==> config.mk <==
export PLATFORM = sky130hd
export DESIGN_NAME = regfile_xfer_controller
export DESIGN_NICKNAME = d
export VERILOG_FILES = /design/src/rtl/regfile_xfer_controller.sv
export SDC_FILE = /design/constraint.sdc
export NUM_CORES = 1
export LEC_CHECK = 0
export CORE_ASPECT_RATIO = 1.75
export CORE_MARGIN = 1.5
export CORE_UTILIZATION = 53
export DETAILED_ROUTE_END_ITERATION = 16
export GPL_ROUTABILITY_DRIVEN = 0
export HOLD_SLACK_MARGIN = 0.15
export PLACE_DENSITY = 0.9
export SETUP_SLACK_MARGIN = 0.4
export SLEW_MARGIN = 20
export SYNTH_ARGS = -nofsm -noshare
export SYNTH_HDL_FRONTEND = slang
export SYNTH_SLANG_ARGS = --single-unit
==> constraint.sdc <==
create_clock -name clk -period 14 [get_ports clk]
set_input_delay 2.8 -clock clk [delete_from_list [all_inputs] [get_ports clk]]
set_output_delay 2.8 -clock clk [all_outputs]
set_load 0.005 [all_outputs]
==> src/rtl/regfile_xfer_controller.sv <==
// regfile_xfer_controller
// Purpose : initiator side of the R0-R15 register file port. Accepts MOVE,
//           LOADI, READ and SWAP commands over a valid/ready handshake and
//           sequences them into register-file read and write cycles.
// Latency : cycles from accept edge back to IDLE: LOADI 1, MOVE 2, READ 2, SWAP 4.
// Backpr. : req_ready is high only in IDLE, so there is at least one IDLE cycle
//           between commands. A command held on req_valid waits until then.
//
// Ports
//   clk, reset           clock, asynchronous active-high reset
//   req_valid/req_ready  command handshake; req_op/src/dst/imm are latched on accept
//   rf_addr_in/rf_load/rf_data_in        register-file write port
//   rf_addr_out/rf_enable_out/rf_data_out register-file read port
//   rd_valid/rd_data     READ result (rd_data holds between READs)
//   done                 one-cycle pulse when any command completes
module regfile_xfer_controller #(
   parameter int DATA_WIDTH = 32,
   parameter int ADDR_WIDTH = 4
) (
   input  logic                  clk,
   input  logic                  reset,
   input  logic                  req_valid,
   output logic                  req_ready,
   input  logic [1:0]            req_op,
   input  logic [ADDR_WIDTH-1:0] req_src,
   input  logic [ADDR_WIDTH-1:0] req_dst,
   input  logic [DATA_WIDTH-1:0] req_imm,
   output logic [ADDR_WIDTH-1:0] rf_addr_in,
   output logic [ADDR_WIDTH-1:0] rf_addr_out,
   output logic                  rf_load,
   output logic                  rf_enable_out,
   output logic [DATA_WIDTH-1:0] rf_data_in,
   input  logic [DATA_WIDTH-1:0] rf_data_out,
   output logic                  rd_valid,
   output logic [DATA_WIDTH-1:0] rd_data,
   output logic                  done
);

   typedef enum logic [2:0] {
      IDLE = 3'd0,
      RD_A = 3'd1,
      RD_B = 3'd2,
      WR_A = 3'd3,
      WR_B = 3'd4,
      RESP = 3'd5
   } state_t;

   localparam logic [1:0] OP_MOVE  = 2'b00;
   localparam logic [1:0] OP_LOADI = 2'b01;
   localparam logic [1:0] OP_READ  = 2'b10;
   localparam logic [1:0] OP_SWAP  = 2'b11;

   state_t                state, state_nxt;
   logic [1:0]            op_q;
   logic [ADDR_WIDTH-1:0] src_q;
   logic [ADDR_WIDTH-1:0] dst_q;
   logic [DATA_WIDTH-1:0] imm_q;
   logic [DATA_WIDTH-1:0] tmp_a;     // value read from Rs
   logic [DATA_WIDTH-1:0] tmp_b;     // value read from Rd (SWAP only)
   logic [DATA_WIDTH-1:0] rd_data_q; // last READ result, survives other commands
   logic                  accept;

   // req_ready depends on state only, so accept never forms a loop through req_valid.
   assign accept = (state == IDLE) && req_valid;

   always_ff @(posedge clk or posedge reset) begin
      if (reset) begin
         state     <= IDLE;
         op_q      <= '0;
         src_q     <= '0;
         dst_q     <= '0;
         imm_q     <= '0;
         tmp_a     <= '0;
         tmp_b     <= '0;
         rd_data_q <= '0;
      end else begin
         state <= state_nxt;
         if (accept) begin
            op_q  <= req_op;
            src_q <= req_src;
            dst_q <= req_dst;
            imm_q <= req_imm;
         end
         if (state == RD_A) begin
            tmp_a <= rf_data_out;
         end
         // Capture the READ result separately: tmp_a is reused by MOVE/SWAP
         // and rd_data has to keep the previous READ value across them.
         if ((state == RD_A) && (op_q == OP_READ)) begin
            rd_data_q <= rf_data_out;
         end
         if (state == RD_B) begin
            tmp_b <= rf_data_out;
         end
      end
   end

   // Next-state decode
   always_comb begin
      state_nxt = state;
      case (state)
         IDLE: begin
            if (accept) begin
               case (req_op)
                  OP_LOADI: state_nxt = WR_B;
                  default:  state_nxt = RD_A;   // MOVE, READ, SWAP all read Rs first
               endcase
            end
         end
         RD_A: begin
            case (op_q)
               OP_READ: state_nxt = RESP;
               OP_SWAP: state_nxt = RD_B;
               default: state_nxt = WR_B;
            endcase
         end
         RD_B:    state_nxt = WR_A;
         WR_A:    state_nxt = WR_B;
         WR_B:    state_nxt = IDLE;
         RESP:    state_nxt = IDLE;
         default: state_nxt = IDLE;
      endcase
   end

   // Output decode: every output comes from the state and latched registers,
   // and idle buses are forced to zero.
   always_comb begin
      req_ready     = 1'b0;
      rf_addr_in    = '0;
      rf_addr_out   = '0;
      rf_load       = 1'b0;
      rf_enable_out = 1'b0;
      rf_data_in    = '0;
      rd_valid      = 1'b0;
      done          = 1'b0;
      case (state)
         IDLE: begin
            req_ready = 1'b1;
         end
         RD_A: begin
            rf_enable_out = 1'b1;
            rf_addr_out   = src_q;
         end
         RD_B: begin
            rf_enable_out = 1'b1;
            rf_addr_out   = dst_q;
         end
         WR_A: begin
            rf_load    = 1'b1;
            rf_addr_in = src_q;
            rf_data_in = tmp_b;
         end
         WR_B: begin
            rf_load    = 1'b1;
            rf_addr_in = dst_q;
            rf_data_in = (op_q == OP_LOADI) ? imm_q : tmp_a;
            done       = 1'b1;
         end
         RESP: begin
            rd_valid = 1'b1;
            done     = 1'b1;
         end
         default: begin
            req_ready = 1'b0;
         end
      endcase
   end

   assign rd_data = rd_data_q;

endmodule

Yosys cells after proc, flatten, opt, wreduce, memory -nomap -nowiden --
Cells that the tools add are included.
Storage, ports and cells: bits in writable memories 0, bits in registers 141, bits in latches 0, memory bits (read-only) 0, output and inout bits 77, memories 0, word-level logic and storage cells 37, input bits 77
Operators by class: mux-type cells 13, bitwise gates (word level) 0, equal/unequal tests 10, div/mod/pow operators 0, multipliers 0, shifts and indexed selects 0, reductions and logical operators 6, order comparisons 0, add/subtract/negate cells 0
Operator list (number):
- $pmux W32 S2 | 1
- $mux W32 | 1
- $pmux W4 S2 | 2
- $pmux W3 S4 | 1
- $eq A3 B2 Y1 const B | 2
- $eq A3 B3 Y1 const B | 2
- $mux W3 | 2
- $pmux W3 S2 | 1
- $reduce_or A2 Y1 | 3
- $mux W1 | 5
- $eq A2 B1 Y1 const B | 2
- $eq A2 B2 Y1 const B | 2
- $eq A3 B1 Y1 const B | 1
- $logic_not A3 Y1 | 1
- $logic_and A1 B1 Y1 | 2
- $ne A2 B2 Y1 const B | 1

Logic depth before layout (Yosys ltp) --
depth in word-level cells 4, gate-level depth with buffers 6, gate-level depth less buffers 3

Worst setup path after synthesis --
No wires, ideal clock.
path type reg2out, from register state[0], to output rf_enable_out, data arrival time 1275 ps, cell stages (with the launch flop) 6, buffers on the path 3, setup slack 9925 ps, data required time 11200 ps, cell sequence dfrtp_1 -> buf_4 -> nor3b_2 -> buf_4 -> buf_2 -> or2_2
On the way: cells in the longest elaborated chain, start to end 3, elaborated cells between the ends (all ways) 4, those cells by class eq/ne (2); mux (1); reduce/logical (1)
Ends and longest elaborated chain:
- start, declared | line 53 | state_t state, state_nxt;
- start signal, assigned | line 77 | state <= state_nxt;
- $eq A3 B1 Y1 / $eq A3 B2 Y1 (equally long branches) | line 136 | case (state)
- $reduce_or A2 Y1 (no source line) (*)
- $mux W1 (*) | line 136
- end, declared | line 31 | output logic rf_enable_out,
Every way passes the cells marked *; elsewhere a longest branch is shown, timed or not.

Worst setup path in the final report --
from register op_q[0], to output rf_data_in[15]
On the way: cells in the longest elaborated chain, start to end 3
Ends and longest elaborated chain:
- start, declared | line 54 | logic [1:0] op_q;
- start signal, assigned | line 79 | op_q <= req_op;
- $eq A2 B1 Y1 | line 156 | rf_data_in = (op_q == OP_LOADI) ? imm_q : tmp_a;
- $mux W32 | line 156
- $pmux W32 S2 | line 136
- end, declared | line 32 | output logic [DATA_WIDTH-1:0] rf_data_in,
No other way between the ends.

==> metrics.csv <==
stage,metric,value,unit
yosys,ys_types,27,
cts,clockRootBuffer,clkbuf_16,
timing,rsz0062_at_grt,false,
placed_design,io_buffers,153,
global_route,grt_pass1_vias,4717,
pwr,p_per_area,228,mW/mm^2
route,drtIter0Drc,280,
cts,worstSkewPairLatency,0.42,ns
cts,htree_levels,4,
setup_path,crit_fanout,19,
timing,fin_crit_sh,40.6,%
cts,numCtsBuffers,17,
timing,min_period,5.68,ns
floorplanning,die_area,0.0123,mm^2
cts,ctsLongestPathBuffers,2,
layout,area_growth,34.3,%
global_route,grt_remaining_overflow,0,
worst_hold_path,hp-class,flop to flop,
timing,setup_violations,0,
yosys,yosysWarnings,0,
timing,fmax,176,MHz
global_route,globalRouteTotalUtil,26.0,%
layout,drive_gt1_share,30.7,%
yosys,synth_seq_area_share,57.1,%
floorplanning,num_rows,52,
yosys,netlist_area,0.00618,mm^2
floorplanning,die_w,84.6,um
global_route,grt_pass1_wl,24.5,mm
layout,final_cell_mix,"153 x clkdlybuf4s50_1, 141 x dfrtp_1, 137 x mux2_2, 34 x nand2_1, 32 x mux2i_1",
setup_path,start_kind,flop,
setup_path,crit_chain,"nor2b_4, buf_4, mux2i_1, o21ai_1, clkdlybuf4s50_1",
route,first_pass_iters,4,
setup_path,cpPeakStageDelay,0.59,ns
setup_path,critPathArrivalTime,2.88,ns
setup_path,end_kind,output pin,
cts,cts_tree,yes,
route,wl_per_cell,20.9,um
cts,path_clk_slew,0.06,ns
global_route,antenna_found_initial,1,
setup_path,worst-setup-path-type,flop to output pin,
cts,holdBufCountCts,0,
timing,skew,0.00860,ns
job,maxCapViolations,0,
route,drc,0,
setup_path,startpoint,op_q[0]$_DFFE_PP0P_,
timing,worst_slew_pin_slew,0.892,ns
setup_path,r2r-start,state[0]$_DFFE_PP0P_,
outcome,status,completed,
route,vias_per_cell,5.69,
timing,finalHoldViolCount,0,
timing,slew_viol_final,0,
layout,nets,663,
pwr,cellLeakagePower,3.39,nW
setup_path,cp_slowest_cell,nor2b_4,
yosys,netlist_instances,438,
worst_hold_path,hp-start,rd_data[24]$_DFFE_PP0P_,
placed_design,dp_hpwl,10.3,mm
yosys,synth.ff_latch_count,141,
layout,final_util,72.5,%
cts,cts_sinks,141,
layout,layout_commonest_cell,clkdlybuf4s50_1,
pwr,vdd_drop_max,0.178,mV
setup_path,critPathBufInv,2,
yosys,synth_nets,515,
route,wl,15.3,mm
floorplanning,die_y,146,um
floorplanning,num_io_pins,154,
timing,relSlewSlack,40.5,%
cts,cts_setup_buffers,0,
route,vias,4181,
route,ant_nets,0,
setup_path,critical_path.top_delay_family,buffers and inverters,
floorplanning,placeableCoreArea,0.0115,mm^2
timing,final.setup.tns,0,ns
global_route,grt_max_degree,73,
yosys,syn_area_per_cell,14.1,um^2
cts,cts_resized,0,
setup_path,required,11.20,ns
floorplanning,initial_core_util,54.0,%
-- per-layer routing --
metal / global-route usage, % / routed length [um] / vias up / part of all wire [%]
li1: - / - / 1851 / -
met5: 0 / 0 / - / 0
met3: 6.35 / 677 / 45 / 4.4
met4: 14.3 / 649 / 0 / 4.2
met1: 28.0 / 5500 / 2132 / 36
met2: 46.0 / 8510 / 153 / 55
-- per-stage QoR --
| stage | setup slack, ns | total power, mW | instances | hold WS, ns | area, um^2 |
|---|---|---|---|---|---|
| 2_1_floorplan | 7.42 | 1.15 | 438 | 0.480 | 6180 |
| 3_3_place_gp | 8.64 | 1.41 | 702 | 0.470 | 7700 |
| 3_5_place_dp | 8.76 | 1.45 | 702 | 0.483 | 7700 |
| 4_1_cts | 8.30 | 1.91 | 734 | 0.496 | 8290 |
| 5_1_grt | 8.18 | 1.99 | 735 | 0.514 | 8300 |
| 6_report | 8.32 | 1.89 | 735 | 0.495 | 8300 |
-- cell type report --
class / count / area [um^2]
multi-input combinational: 266 / 2420
tap: 135 / 169
clock inverter: 13 / 140
clock buffer: 19 / 453
timing repair buffer: 159 / 1580
sequential: 141 / 3530
antenna: 1 / 2.50
inverter: 1 / 8.76
fill: 768 / 3150
-- cells in the mapped netlist --
| master | instances | share of area (%) |
|---|---|---|
| mux2i_1 | 32 | 5.2 |
| nor2_1 | 2 | 0.12 |
| a21oi_1 | 2 | 0.16 |
| and2_1 | 2 | 0.20 |
| nor2b_1 | 3 | 0.30 |
| dfrtp_1 | 141 | 57 |
| o21ai_0 | 27 | 2.2 |
| mux2_1 | 1 | 0.18 |
| buf_6 | 5 | 0.91 |
| nor4_4 | 1 | 0.34 |
| buf_2 | 7 | 0.57 |
| nand2b_1 | 2 | 0.20 |
| buf_12 | 4 | 1.3 |
| mux2_2 | 137 | 25 |
| inv_1 | 1 | 0.061 |
| nor3b_2 | 2 | 0.40 |
| nand4b_1 | 1 | 0.14 |
| a31o_2 | 1 | 0.14 |
| clkbuf_1 | 6 | 0.36 |
| nor3_1 | 2 | 0.16 |
| buf_4 | 8 | 0.97 |
| and3b_1 | 1 | 0.14 |
| nand2_1 | 34 | 2.1 |
| or2_2 | 1 | 0.10 |
| o21ai_1 | 6 | 0.49 |
| a22o_1 | 8 | 1.1 |
| o21a_1 | 1 | 0.12 |
-- worst paths after layout --
kind / to / slack [ns] / depth (start not counted)
min reg2reg: rd_data[24]$_DFFE_PP0P_ / 0.49 / 1
max reg2reg: rd_data[25]$_DFFE_PP0P_ / 11.69 / 4
min: rd_data[24]$_DFFE_PP0P_ / 0.49 / 1
max: rf_data_in[15] / 8.32 / 5
min in group asynchronous: imm_q[16]$_DFFE_PP0P_ / 2.85 / 2
max in group asynchronous: tmp_a[20]$_DFFE_PP0N_ / 9.79 / 3
-- kinds of logic (layout without fill, tap and decap cells) --
group	after synthesis	count (layout)	synth area share, %
muxes	170	170	30.3
DFF	141	141	57.1
and+or+nand+nor	51	51	4.19
AOI/OAI and AO/OA	45	45	4.23
buffers and inverters	31	192	4.17
other	0	1	0
-- state kept, by name, summed over array words and instances (netlist names) --
register  cells
rd_data      32
op_q          2
src_q         4
tmp_a        32
imm_q        32
tmp_b        32
dst_q         4
state         3
-- where the power goes --
group | leakage, nW | switching [mW] | internal, mW | total [mW]
Clock | 0.282 | 0.173 | 0.272 | 0.445
Combinational | 1.43 | 0.265 | 0.438 | 0.704
Sequential | 1.68 | 0.128 | 0.616 | 0.744
Total | 3.39 | 0.566 | 1.33 | 1.89
-- worst reg2reg max path: cells and delay by family (launching register included) --
family	cells	cell delay (ns)
and+or+nand+nor	2	0.73
buffers and inverters	1	0.50
muxes	1	0.41
DFF	1	0.56
Power figures use the tool's default switching activity.
